$ cat src/rtl/shift_pkg.sv
`default_nettype none
// ---------------------------------------------------------------------------
// shift_pkg : mode encoding and one-step shift function for univ_shift_reg
// Rev 1.0
// ---------------------------------------------------------------------------
package shift_pkg;

  localparam logic [2:0] MODE_HOLD = 3'd0;
  localparam logic [2:0] MODE_LOAD = 3'd1;
  localparam logic [2:0] MODE_SHL  = 3'd2;
  localparam logic [2:0] MODE_SHR  = 3'd3;
  localparam logic [2:0] MODE_ROL  = 3'd4;
  localparam logic [2:0] MODE_ROR  = 3'd5;
  localparam logic [2:0] MODE_ASR  = 3'd6;
  localparam logic [2:0] MODE_CLR  = 3'd7;

  localparam int MAX_W = 64;
  typedef logic [MAX_W-1:0] word_t;

  // Operands are zero-extended to MAX_W; width selects the live MSB position.
  function automatic word_t next_q(input word_t    q,
                                   input logic [2:0] mode,
                                   input logic     serial_in,
                                   input word_t    parallel_in,
                                   input int       width);
    word_t mask;
    word_t msb;
    word_t r;
    logic  top;
    mask = (width >= MAX_W) ? '1 : ((word_t'(1) << width) - word_t'(1));
    msb  = word_t'(1) << (width - 1);
    top  = |(q & msb);
    case (mode)
      MODE_HOLD: r = q;
      MODE_LOAD: r = parallel_in;
      MODE_SHL:  r = (q << 1) | word_t'(serial_in);
      MODE_SHR:  r = (q >> 1) | (serial_in ? msb : '0);
      MODE_ROL:  r = (q << 1) | word_t'(top);
      MODE_ROR:  r = (q >> 1) | (q[0] ? msb : '0);
      MODE_ASR:  r = (q >> 1) | (top ? msb : '0);
      default:   r = '0;
    endcase
    return r & mask;
  endfunction

endpackage
`default_nettype wire

$ cat src/rtl/shift_seq_ctrl.sv
`default_nettype none
// ---------------------------------------------------------------------------
// shift_seq_ctrl : start/count sequencer producing per-edge step enables
// Rev 1.0
// ---------------------------------------------------------------------------
module shift_seq_ctrl
  import shift_pkg::*;
#(
  parameter int CNT_W = 4
) (
  input  logic             clk,
  input  logic             rst,
  input  logic             en,
  input  logic [2:0]       mode,
  input  logic             start,
  input  logic [CNT_W-1:0] count,
  output logic             step_en,
  output logic [2:0]       eff_mode,
  output logic             busy,
  output logic             done
);

  localparam logic [0:0] ST_IDLE = 1'b0;
  localparam logic [0:0] ST_RUN  = 1'b1;

  logic [0:0]       state_q, state_d;
  logic [CNT_W-1:0] cnt_q, cnt_d;
  logic [2:0]       mode_l_q, mode_l_d;
  logic             done_q, done_d;

  always_comb begin
    state_d  = state_q;
    cnt_d    = cnt_q;
    mode_l_d = mode_l_q;
    done_d   = 1'b0;
    step_en  = 1'b0;
    case (state_q)
      ST_RUN: begin
        step_en = 1'b1;
        cnt_d   = cnt_q - CNT_W'(1);
        if (cnt_q == CNT_W'(1)) begin
          state_d = ST_IDLE;
          done_d  = 1'b1;
        end
      end
      default: begin
        // A zero-length request completes immediately without touching q.
        if (start) begin
          if (count != '0) begin
            state_d  = ST_RUN;
            cnt_d    = count;
            mode_l_d = mode;
          end else begin
            done_d = 1'b1;
          end
        end else begin
          step_en = en;
        end
      end
    endcase
  end

  always_ff @(posedge clk) begin
    if (rst) begin
      state_q  <= ST_IDLE;
      cnt_q    <= '0;
      mode_l_q <= MODE_HOLD;
      done_q   <= 1'b0;
    end else begin
      state_q  <= state_d;
      cnt_q    <= cnt_d;
      mode_l_q <= mode_l_d;
      done_q   <= done_d;
    end
  end

  assign busy     = (state_q == ST_RUN);
  assign done     = done_q;
  assign eff_mode = busy ? mode_l_q : mode;

endmodule
`default_nettype wire

$ cat src/rtl/univ_shift_reg.sv
`default_nettype none
// ---------------------------------------------------------------------------
// univ_shift_reg : WIDTH-bit universal shift register with auto-sequencing
// Rev 1.0
// ---------------------------------------------------------------------------
module univ_shift_reg
  import shift_pkg::*;
#(
  parameter int WIDTH = 8,
  parameter int CNT_W = $clog2(WIDTH + 1)
) (
  input  logic             clk,
  input  logic             rst,
  input  logic             en,
  input  logic [2:0]       mode,
  input  logic             serial_in,
  input  logic [WIDTH-1:0] parallel_in,
  input  logic             start,
  input  logic [CNT_W-1:0] count,
  output logic [WIDTH-1:0] parallel_out,
  output logic             serial_out,
  output logic             busy,
  output logic             done
);

  logic [WIDTH-1:0] q_q, q_d;
  logic             step_en;
  logic [2:0]       eff_mode;
  word_t            next_word;

  shift_seq_ctrl #(
    .CNT_W (CNT_W)
  ) u_ctrl (
    .clk      (clk),
    .rst      (rst),
    .en       (en),
    .mode     (mode),
    .start    (start),
    .count    (count),
    .step_en  (step_en),
    .eff_mode (eff_mode),
    .busy     (busy),
    .done     (done)
  );

  always_comb begin
    next_word = next_q(word_t'(q_q), eff_mode, serial_in, word_t'(parallel_in), WIDTH);
    q_d       = q_q;
    if (step_en) begin
      q_d = next_word[WIDTH-1:0];
    end
  end

  generate
    if (WIDTH < MAX_W) begin : g_unused_hi
      logic unused_hi;
      assign unused_hi = ^next_word[MAX_W-1:WIDTH];
    end
  endgenerate

  always_ff @(posedge clk) begin
    if (rst) begin
      q_q <= '0;
    end else begin
      q_q <= q_d;
    end
  end

  assign parallel_out = q_q;
  assign serial_out   = ((eff_mode == MODE_SHL) || (eff_mode == MODE_ROL)) ? q_q[WIDTH-1] : q_q[0];

endmodule
`default_nettype wire

$ cat config.mk
export PLATFORM = sky130hd
export DESIGN_NAME = univ_shift_reg
export DESIGN_NICKNAME = d
export VERILOG_FILES = /design/src/rtl/shift_pkg.sv /design/src/rtl/shift_seq_ctrl.sv /design/src/rtl/univ_shift_reg.sv
export SDC_FILE = /design/constraint.sdc
export NUM_CORES = 1
export LEC_CHECK = 0
export ABC_AREA = 0
export ABC_CLOCK_PERIOD_IN_PS = 1870
export BUFFER_PORTS_ARGS = -buffer_cell sky130_fd_sc_hd__clkbuf_2
export CAP_MARGIN = 10
export CORE_UTILIZATION = 51
export DETAILED_ROUTE_END_ITERATION = 8
export HOLD_SLACK_MARGIN = 0.15
export PLACE_DENSITY_LB_ADDON = 0.12
export SLEW_MARGIN = 10
export SYNTH_ARGS = -nofsm -noshare
export SYNTH_HDL_FRONTEND = slang
export SYNTH_SLANG_ARGS = --single-unit
$ cat constraint.sdc
create_clock -name clk -period 1.87 [get_ports clk]
set_clock_uncertainty 0.05 [all_clocks]
set_input_delay 0.187 -clock clk [delete_from_list [all_inputs] [get_ports clk]]
set_output_delay 0.187 -clock clk [all_outputs]
set_load 0.1 [all_outputs]
==> metrics.yaml, run 1 <==
route:
  drt-initial-drc-count: 16
  wl_per_cell_um: 13.6
  drc_errors: 0
  drt-total-wl_um: 2650
  routed_via_density: 5.82
  via_count: 1135
  ant_nets: 0
  drt-pass1-iter-count: 4
critical_path:
  cp-startpoint: "u_ctrl.busy$_SDFF_PP0_"
  arrival_ns: 1.75
  cp-start-kind: "flip-flop"
  r2r-start: "u_ctrl.busy$_SDFF_PP0_"
  critPathCaptureType: "primary output"
  path_max_fanout: 4
  worstPathRequired_ns: 1.63
  cp_cell_sequence: "mux2i_2 -> buf_6 -> xnor2_4 -> nor2_4 -> mux2_4 -> buf_12"
  critPathKind: "reg -> out"
  cp_slowest_cell: "dfxtp_4"
  critical_path.max_stage_delay_ns: 0.41
clock_tree:
  cts_buffer_depth: 2
  cts_inserted_buffers: 3
  cts_root_buf: "clkbuf_4"
  path_clk_slew_ns: 0.11
  cts_max_level: 1
  numClockSinks: 17
  cts_tree: "built"
  insertion_delay_ns: 0.29
timing:
  timing.final.crit_share: 1.07
  setup_slack_ns: -0.122
  hold_violations: 0
  worst_pin_slew_ns: 0.544
  setup_tns_ns: -0.122
  final.min_clock_period_ns: 1.99
  finalSetupViolCount: 1
  clock.fmax_mhz: 502
  relSlewSlack: 0.639
  slew_violations: 0
  rsz0062_at_grt: "true"
yosys:
  ys_warn_count: 0
  synth_ff_type: "dfxtp_1"
  yosysSeqAreaShare: 0.310
  syn_inst: 124
  postSynthAreaPerCell_um2: 8.86
  syn-num-nets: 146
  syn_area_mm2: 0.00110
  synth_edf_count: 0
  ys_types: 42
  ys_ff_latch: 17
  async_flop_share: 0
final_layout:
  antenna_cells: 0
  fillers: 175
  final_cell_mix: "29 x clkbuf_2, 16 x a21oi_1, 16 x dfxtp_1"
  area_delta_synth_final_pct: 30.1
  seqCellArea_um2: 344
  drive_gt1_frac: 0.357
  final_nets: 191
  multiInputGateArea_um2: 708
  final_common_cell: "clkbuf_2"
pwr:
  vdd_drop_max_v: 0.000466
  p_total_uw: 991
  power_density_mw_per_mm2: 693
  leakage_nw: 0.605
place:
  place.gp.congestion: 0.833
  portBuffers: 30
  hpwl_um: 2000
floorplan:
  rows: 16
  die_h_um: 48.4
  coreArea_mm2: 0.00200
  die_area_mm2: 0.00234
  io_pins: 31
  die_width_um: 48.4
  start_util: 0.549
run:
  drv_cap: 0
worst_hold_path:
  worstHoldPathType: "in -> reg"
  min_from: "rst"
grt:
  grt_max_degree: 15
  grt_pass1_wl_um: 4660
  grt_pass1_vias: 1081
  antenna_found_initial: 0
  grtUsageTotal: 0.252
  grt_overflow: 0
status:
  status: "finished, violations left"
  violations: "setup timing"
## synth_stat cells (all sizes together), types with 3 or more instances
cell type	number	area (µm²)
mux2	3	37.5
a21oi	17	96.4
nor2	7	26.3
a221o	6	60.1
dfxtp	17	340
o21ai	6	30.0
mux2i	4	56.3
buf	4	38.8
nand2	15	56.3
nand3	3	20.0
inv	5	18.8
a22o	7	61.3
a211oi	3	22.5
## kinds of logic after synthesis
group,share of synthesized area
AND/OR/NAND/NOR,0.177
multiplexers,0.0854
XOR/XNOR,0.0251
buffers and inverters,0.0592
AO/OA/AOI/OAI,0.321
flip-flops,0.310
adder cells (fa/ha/maj),0.0228
## report_power, final
part / switching [mW] / internal [mW] / leakage [nW]
registers: 0.0253 / 0.385 / 0.139
logic: 0.221 / 0.156 / 0.448
clock network: 0.124 / 0.0795 / 0.0177
## sequential cells by signal, summed over array words and instances (netlist names)
register and count:
parallel_out 8, u_ctrl.busy 1, u_ctrl.cnt_q 4, u_ctrl.done 1
u_ctrl.mode_l_q 3
## worst paths after layout
check | end | slack [ns] | depth (start not counted)
hold / removal | u_ctrl.mode_l_q[2]$_SDFFE_PP0P_ | 0.17 | 2
hold reg to reg | u_ctrl.cnt_q[2]$_SDFFE_PP0P_ | 0.44 | 2
setup reg to reg | parallel_out[4]$_SDFFE_PP0P_ | 0.05 | 7
setup / recovery | serial_out | -0.12 | 6
## worst max-delay path, delay by kind of cell, from the launching register on
kind,cells,cell delay [ns]
muxes,2,0.56
DFF,1,0.41
and+or+nand+nor,1,0.11
buffers and inverters,2,0.32
xor gates and xnor gates,1,0.07
## repair_timing
item                                    CTS  global route
pin swaps                                 2             2
endpoints found under the setup margin    1             8
gates resized for setup                   1             1
buffers inserted                          5             1
hold buffers                              3             0
endpoints found under the hold margin     3             0
## through the flow
step                instances  hold slack, ns  setup WS (ns)  cell area [µm²]   util
CTS                       195           0.164         -0.182             1420  0.711
detailed placement        183           0.415         0.0264             1330  0.662
floorplan                 124           0.273         -0.160             1120      -
global placement          183           0.389         0.0947             1330  0.662
finish                    195           0.168         -0.122             1430  0.714
global route              195           0.182         -0.181             1430  0.714
## layer usage
layer	part of all wire	global-route usage	routed length (µm)
met4	0.019	0.103	51
met5	0	0	0
met2	0.52	0.465	1360
met3	0.035	0.0377	93
met1	0.43	0.288	1140
## layout make-up
| cell class | count | area share |
|---|---|---|
| multi-input cells | 96 | 0.496 |
| flip-flops and latches | 17 | 0.241 |
| repair buffers | 46 | 0.208 |
| well taps | 27 | 0.0236 |
| clock buffers | 3 | 0.0158 |
| inverters | 5 | 0.0131 |
| clock inverters | 1 | 0.00350 |
No activity file was read; power rests on OpenSTA's default activity.
==> run 2, diff against run 1 <==
ABC_CLOCK_PERIOD_IN_PS = 1600   (was 1870)
CORE_UTILIZATION = 46   (was 51)
PLACE_DENSITY = 0.76   (was unset)
PLACE_DENSITY_LB_ADDON = unset   (was 0.12)
clock period = 1.6 ns   (was 1.87 ns; I/O delays follow)
==> run 2 against run 1 <==
Against the previous run: the run still ends with setup timing left; worst hold slack got worse by 0.015 ns; setup slack got worse by 0.25 ns; via count rose by 5.6%; utilization fell by 1.7 points; highest routed layer unchanged; combinational power rose by 39%.
==> metrics.yaml, run 2 (synthesis results as in run 1) <==
route:
  via_count: 1198
  drt-initial-drc-count: 27
  drc_errors: 0
  ant_nets: 0
  drt-pass1-iter-count: 4
  drt-total-wl_um: 3100
  wl_per_cell_um: 14.9
  routed_via_density: 5.73
clock_tree:
  cts_buffer_depth: 2
  numClockSinks: 17
  cts_tree: "built"
  insertion_delay_ns: 0.29
  path_clk_slew_ns: 0.10
  cts_root_buf: "clkbuf_4"
  cts_max_level: 1
  cts_inserted_buffers: 3
pwr:
  p_total_mw: 1.24
  power_density_mw_per_mm2: 800
  leakage_nw: 0.674
  vdd_drop_max_v: 0.000509
timing:
  final.min_clock_period_ns: 1.97
  timing.final.crit_share: 1.23
  finalSetupViolCount: 9
  slew_violations: 0
  hold_violations: 0
  clock.fmax_mhz: 507
  setup_slack_ns: -0.371
  setup_tns_ns: -2.34
  worst_pin_slew_ns: 0.548
  rsz0062_at_grt: "true"
  relSlewSlack: 0.636
final_layout:
  antenna_cells: 0
  fillers: 177
  final_cell_mix: "28 x clkbuf_2, 22 x buf_4, 16 x a21oi_1, 16 x dfxtp_1, 15 x nand2_1"
  layout.cells.non_filler: 209
  fin_util: 0.696
  area_delta_synth_final_pct: 41.6
  drive_gt1_frac: 0.403
  final_nets: 204
  final_common_cell: "clkbuf_2"
  largest_register_ff_count: 8
floorplan:
  die_width_um: 50.9
  die_h_um: 50.9
  die_area_mm2: 0.00259
  coreArea_mm2: 0.00223
  start_util: 0.492
  io_pins: 31
  rows: 17
grt:
  grtUsageTotal: 0.260
  grt_pass1_vias: 1176
  grt_max_degree: 12
  grt_pass1_wl_um: 5070
  antenna_found_initial: 0
  grt_overflow: 0
place:
  portBuffers: 30
  dp.cells: 194
  place.gp.congestion: 0.839
  pre_cts_ws_ns: -0.115
  hpwl_um: 2120
critical_path:
  worstPathRequired_ns: 1.39
  cp-start-kind: "flip-flop"
  reg2regPathDepth: 9
  critPathCaptureType: "primary output"
  path_max_fanout: 4
  arrival_ns: 1.76
  critPathKind: "reg -> out"
worst_hold_path:
  hold_path_depth: 4
  worstHoldPathType: "in -> reg"
status:
  violations: "setup timing"
  status: "finished, violations left"
run:
  drv_cap: 0
[run 2: changes by cell type in the layout (fill, tap and decap cells not counted)]
| cell | before | now |
|---|---|---|
| buf_4 | 12 | 22 |
| buf_6 | 1 | 4 |
| buf_12 | 1 | 2 |
| clkbuf_1 | 0 | 1 |
| clkbuf_2 | 29 | 28 |
| clkinv_2 | 1 | 0 |
| nor2_2 | 0 | 1 |
| nor2_4 | 1 | 0 |
| o21ai_0 | 5 | 4 |
| o21ai_1 | 1 | 2 |
| o32ai_1 | 1 | 0 |
| o32ai_2 | 0 | 1 |
[run 2: path summary, 6_finish.rpt]
path                                 from                            to  slack (ns)
max reg2reg        u_ctrl.busy$_SDFF_PP0_  parallel_out[5]$_SDFFE_PP0P_       -0.31
min                        parallel_in[0]  parallel_out[0]$_SDFFE_PP0P_        0.15
max                u_ctrl.busy$_SDFF_PP0_                    serial_out       -0.37
min reg2reg  u_ctrl.cnt_q[2]$_SDFFE_PP0P_  u_ctrl.cnt_q[2]$_SDFFE_PP0P_        0.45
[run 2: power breakdown]
part | internal [mW] | switching [mW]
registers | 0.450 | 0.0303
clock network | 0.0970 | 0.143
logic | 0.240 | 0.284
total | 0.787 | 0.457
[run 2: critical path, cell delays in order, from the launching register on]
cell,delay (ns)
dfxtp_4,0.40
mux2i_2,0.22
buf_6,0.14
xnor2_4,0.07
nor2_2,0.13
mux2_4,0.33
buf_12,0.17
[run 2: what timing repair did]
| item | CTS | global route |
|---|---|---|
| pin swaps | 4 | 4 |
| cloned | 0 | 0 |
| endpoints found under the hold margin | 3 | 0 |
| setup buffers | 6 | 3 |
| gates resized for setup | 3 | 4 |
| setup endpoints to repair | 9 | 10 |
| hold buffers | 3 | 0 |
[run 2: stage by stage]
step / hold WS [ns] / area [µm²]
after detailed placement: 0.380 / 1420
after CTS: 0.153 / 1530
after global placement: 0.369 / 1420
after floorplan: 0.246 / 1120
after global routing: 0.165 / 1560
final: 0.154 / 1560
[run 2: cell type report]
type                       instances  area [µm²]  area share
sequential                        17         344       0.221
clock buffer                       4        26.3      0.0169
inverter                           5        18.8      0.0121
tap                               28        35.0      0.0225
timing repair buffer              59         420       0.270
multi-input combinational         96         711       0.457
[run 2: layer usage]
layer,share of wire,track usage
met1,0.45,0.322
met2,0.49,0.442
met3,0.042,0.0446
met4,0.014,0.111
met5,0,0
